<file path="config.mk">
export PLATFORM = sky130hd
export DESIGN_NAME = program_sequencer
export DESIGN_NICKNAME = d
export VERILOG_FILES = /design/src/rtl/program_sequencer.sv
export SDC_FILE = /design/constraint.sdc
export NUM_CORES = 1
export LEC_CHECK = 0
export CAP_MARGIN = 20
export CORE_ASPECT_RATIO = 0.5
export CORE_MARGIN = 4
export CORE_UTILIZATION = 45
export DETAILED_ROUTE_END_ITERATION = 16
export HOLD_SLACK_MARGIN = 0.08
export PLACE_DENSITY = 0.78
export SYNTH_ARGS = -nofsm -noshare
export SYNTH_HDL_FRONTEND = slang
export SYNTH_SLANG_ARGS = --single-unit
export TNS_END_PERCENT = 30
</file>
<file path="constraint.sdc">
create_clock -name clk -period 2.33 [get_ports clk]
set_input_delay 0.5825 -clock clk [delete_from_list [all_inputs] [get_ports clk]]
set_output_delay 0.5825 -clock clk [all_outputs]
set_load 0.02 [all_outputs]
</file>
<file path="src/rtl/program_sequencer.sv">
// Fetch/execute sequencer: fetches 16-bit words into the instruction register,
// strobes them for one execute cycle and handles LD/ST data handshakes with a bounded wait.
module program_sequencer #(
   parameter int unsigned ADDR_W   = 8,
   parameter int unsigned MAX_WAIT = 15
) (
   input  logic              clk,
   input  logic              rst,
   input  logic              run,
   input  logic              halt,
   output logic [ADDR_W-1:0] imem_addr,
   output logic              imem_req,
   input  logic              imem_ack,
   input  logic [15:0]       imem_data,
   output logic [15:0]       instr,
   output logic              instr_valid,
   output logic              dmem_req,
   input  logic              dmem_ack,
   output logic              busy,
   output logic              err
);

   // Shared instruction-header opcodes (instr[11:8])
   localparam logic [3:0] OP_RST = 4'h1;
   localparam logic [3:0] OP_LD  = 4'h2;
   localparam logic [3:0] OP_ST  = 4'h3;

   localparam logic [2:0] S_IDLE    = 3'd0;
   localparam logic [2:0] S_FETCH   = 3'd1;
   localparam logic [2:0] S_EXEC    = 3'd2;
   localparam logic [2:0] S_MEMWAIT = 3'd3;
   localparam logic [2:0] S_ERROR   = 3'd4;

   localparam int unsigned       WAIT_W    = $clog2(MAX_WAIT + 1);
   localparam logic [WAIT_W-1:0] WAIT_LAST = WAIT_W'(MAX_WAIT - 1);

   logic [2:0]        state_q, state_d;
   logic [ADDR_W-1:0] pc_q, pc_d;
   logic [15:0]       instr_q, instr_d;
   logic [WAIT_W-1:0] wait_q, wait_d;
   logic              err_q, err_d;

   logic [3:0] opcode;
   logic       is_mem;
   logic       is_rst;
   logic [2:0] done_state;

   assign opcode     = instr_q[11:8];
   assign is_mem     = (opcode == OP_LD) || (opcode == OP_ST);
   assign is_rst     = (opcode == OP_RST);
   assign done_state = (run && !halt) ? S_FETCH : S_IDLE;

   always_comb begin
      state_d = state_q;
      pc_d    = pc_q;
      instr_d = instr_q;
      wait_d  = wait_q;
      err_d   = err_q;
      case (state_q)
         S_IDLE: begin
            if (run && !halt) begin
               state_d = S_FETCH;
               wait_d  = '0;
            end
         end
         S_FETCH: begin
            if (imem_ack) begin
               instr_d = imem_data;
               state_d = S_EXEC;
            end else begin
               // ack in the final allowed cycle takes priority over the timeout
               wait_d = wait_q + WAIT_W'(1);
               if (wait_q == WAIT_LAST) begin
                  state_d = S_ERROR;
                  err_d   = 1'b1;
               end
            end
         end
         S_EXEC: begin
            wait_d = '0;
            if (is_mem) begin
               state_d = S_MEMWAIT;
            end else begin
               pc_d    = is_rst ? '0 : pc_q + ADDR_W'(1);
               state_d = done_state;
            end
         end
         S_MEMWAIT: begin
            if (dmem_ack) begin
               pc_d    = pc_q + ADDR_W'(1);
               state_d = done_state;
               wait_d  = '0;
            end else begin
               wait_d = wait_q + WAIT_W'(1);
               if (wait_q == WAIT_LAST) begin
                  state_d = S_ERROR;
                  err_d   = 1'b1;
               end
            end
         end
         S_ERROR: begin
         end
         default: state_d = S_IDLE;
      endcase
   end

   always_ff @(posedge clk or posedge rst) begin
      if (rst) begin
         state_q <= S_IDLE;
         pc_q    <= '0;
         instr_q <= '0;
         wait_q  <= '0;
         err_q   <= 1'b0;
      end else begin
         state_q <= state_d;
         pc_q    <= pc_d;
         instr_q <= instr_d;
         wait_q  <= wait_d;
         err_q   <= err_d;
      end
   end

   // Outputs decode straight from the state register so reset drops requests at once
   assign imem_addr   = pc_q;
   assign imem_req    = (state_q == S_FETCH);
   assign dmem_req    = (state_q == S_MEMWAIT);
   assign instr_valid = (state_q == S_EXEC);
   assign instr       = instr_q;
   assign busy        = (state_q == S_FETCH) || (state_q == S_EXEC) || (state_q == S_MEMWAIT);
   assign err         = err_q;

endmodule

</file>
==> impl_metrics.yaml <==
cts:
  path_clk_slew_ns: 0.07
  cts_max_level: 2
  cts_root_buf: "clkbuf_8"
  cts_tree: "yes"
  cts.sinks: 32
  cts-resized-gates: 1
  ctsHoldBuffers: 0
  numCtsBuffers: 5
  post_cts_buffers: 0
  clk_path_buf_depth: 2
  worstSkewPairLatency_ns: 0.28
timing:
  worst_slew_pin_slew_ns: 0.636
  clock.fmax_mhz: 503
  grt_setup_unrepaired: "false"
  slew_viol_final: 0
  tns_ns: 0
  slew_headroom_pct: 57.2
  fin_crit_sh_pct: 85.3
  setup_violations: 0
  period_needed_ns: 1.99
  hold_violations: 0
  fin_worst_skew_ns: 0.00608
  timing.hold.ws_ns: 0.477
synthesis:
  syn-cell-area_um2: 1520
  synth_edf_count: 0
  syn_area_per_cell_um2: 11.4
  yosys-top-cells-area: "dfrtp_1, mux2_2, ha_1"
  ys.warnings.count: 0
  ys_dominant_reg_cell: "dfrtp_1"
  synth_nets: 159
  yosysTopAreaCell: "dfrtp_1"
  syn_inst: 134
  ys_seq_elements: 32
  synthArstFlopShare_pct: 100
  yosysTopAreaCellShare_pct: 52.5
  yosysUniqueCellTypes: 35
  ys_seq_area_share_pct: 52.5
critical_path:
  path_cells: "clkdlybuf4s50_1 > nor2b_1 > or3_1 > or4_1 > a21oi_1"
  r2r.worst_path.cells: 4
  startpoint_type: "primary input"
  end_kind: "flip-flop"
  slowest_delay_ns: 0.54
  cp_max_fo: 4
  worstPathArrival_ns: 2.20
  crit_slowest_cell: "or4_1"
  path_class: "in2reg"
  crit_required_ns: 2.54
global_route:
  grtUsageMet1_pct: 21.5
  grt_max_degree: 33
  grt_pass1_wl_um: 6070
  antenna_found_initial: 0
  top_usage_layer: "met2"
  grtUsageTotal_pct: 17.1
  use_met3_pct: 5.08
  grt_pass1_vias: 1310
  grt_overflow: 0
  met2_usage_pct: 27.9
power_and_ir_drop:
  pwr_density_cell_nw_per_um2: 1410
  p_leak_nw: 0.971
  peakVddDrop_mv: 0.788
hold_path:
  hold_path.class: "reg2reg"
  hold_path_depth: 1
flow_run:
  max-cap-violations: 0
drt:
  ant_nets: 0
  via_per_inst: 5.31
  vias: 1253
  first_iter_violations: 49
  post_drt_wl_per_cell_um: 14.7
  drc: 0
  drt_wl_total_um: 3470
  dr.pass1.iters: 4
final_layout:
  n_antenna_cell: 0
  area_growth_pct: 46.6
  nNetsFinal: 220
  drive_gt1_share_pct: 19.9
status:
  status: "finished clean"
placed_design:
  io_buffers: 50
  routabilityCongestion: 0.803
  dpl.hpwl_um: 2500
floorplanning:
  dieWidth_um: 90.3
  dieArea_um2: 4440
  pin_count: 51
  design.core.area_um2: 3120
  die_h_um: 49.2
  initial_utilization_pct: 48.9
  core.rowCount: 14
==> per-layer routing <==
| metal | wire length [µm] | up-vias |
|---|---|---|
| met5 | 0 | - |
| met4 | 48 | 0 |
| met1 | 1590 | 607 |
| li1 | - | 607 |
| met2 | 1660 | 33 |
| met3 | 178 | 6 |
==> logic make-up after synthesis <==
logic type,Yosys count,share of synthesized area [%]
AND/OR/NAND/NOR,49,18.5
flip-flops,32,52.5
AO/OA/AOI/OAI,21,9.28
multiplexers,18,13.3
buffers and inverters,8,2.22
XOR/XNOR,3,1.72
adder cells (fa/ha/maj),3,2.46
==> final cells by class <==
cell class                 count  area [µm²]
timing repair buffer          58         571
fill                         238         883
tap                           40        50.0
inverter                       4        15.0
clock buffer                   6        72.6
clock inverter                 2        35.0
multi-input combinational     94         689
sequential                    32         802
==> where the power goes <==
group	leakage (nW)	switching (mW)	internal, mW
Sequential	0.384	0.247	0.809
Clock	0.0552	0.205	0.317
Combinational	0.531	0.756	0.815
==> through the flow <==
| step | area (µm²) | std cells | setup slack, ns | util (%) | total power, mW |
|---|---|---|---|---|---|
| after floorplan | 1520 | 134 | 0.473 | - | 1.91 |
| after global placement | 2120 | 228 | 0.109 | 67.9 | 2.59 |
| after detailed placement | 2120 | 228 | 0.0666 | 67.9 | 2.63 |
| after CTS | 2220 | 236 | 0.0457 | 71.3 | 3.18 |
| after global routing | 2230 | 236 | 0.297 | 71.7 | 3.36 |
| final | 2230 | 236 | 0.341 | 71.7 | 3.15 |
==> worst max-delay path, delay by kind of cell <==
family,cells,cell delay (ns)
AND/OR/NAND/NOR,3,0.97
buffers and inverters,1,0.49
AO/OA/AOI/OAI,1,0.16
==> path summary, 6_finish.rpt <==
check,startpoint,slack [ns],to
worst max-delay path,dmem_ack,0.34,imem_addr[7]
worst min-delay path,err,0.48,err
worst max register to register,state_q[2],0.48,imem_addr[7]
worst min register to register,err,0.48,err
max in group asynchronous,rst,1.35,state_q[0]
min in group asynchronous,rst,0.67,instr[2]
==> flip-flops by register name, summed over array words and instances, names as in the netlist <==
signal,flops
instr,16
imem_addr,8
state_q,3
wait_q,4
err,1
==> Yosys cell counts (all sizes together), types with 2 or more instances <==
cell    instances
dfrtp          32
mux2           18
nor2           11
nand2           7
nand3           7
a21oi           6
inv             4
nand2b          4
o31ai           4
buf             3
ha              3
nor2b           3
nor4            3
or4             3
xnor2           3
a21o            2
nor3            2
o21ai           2
o21bai          2
or3             2
==> cell usage in the layout, fill, tap and decap left out, types with 2 or more instances in the layout <==
cell type | netlist | layout
clkdlybuf4s50_1 | 0 | 46
dfrtp_1 | 32 | 31
mux2_2 | 18 | 18
nor2_1 | 10 | 10
buf_4 | 0 | 8
nand3_1 | 7 | 7
nand2_1 | 7 | 7
a21oi_1 | 6 | 6
clkbuf_8 | 0 | 5
o31ai_1 | 4 | 4
inv_1 | 4 | 4
dlymetal6s2s_1 | 0 | 4
nand2b_1 | 3 | 3
nor2b_1 | 3 | 3
nor4_1 | 3 | 3
xnor2_1 | 3 | 3
or4_1 | 3 | 3
ha_1 | 3 | 3
nor3_1 | 2 | 2
or3_1 | 2 | 2
o21ai_0 | 2 | 2
o21bai_1 | 2 | 2
a21o_1 | 2 | 2
Note: power is estimated with default switching activity, not from simulation.
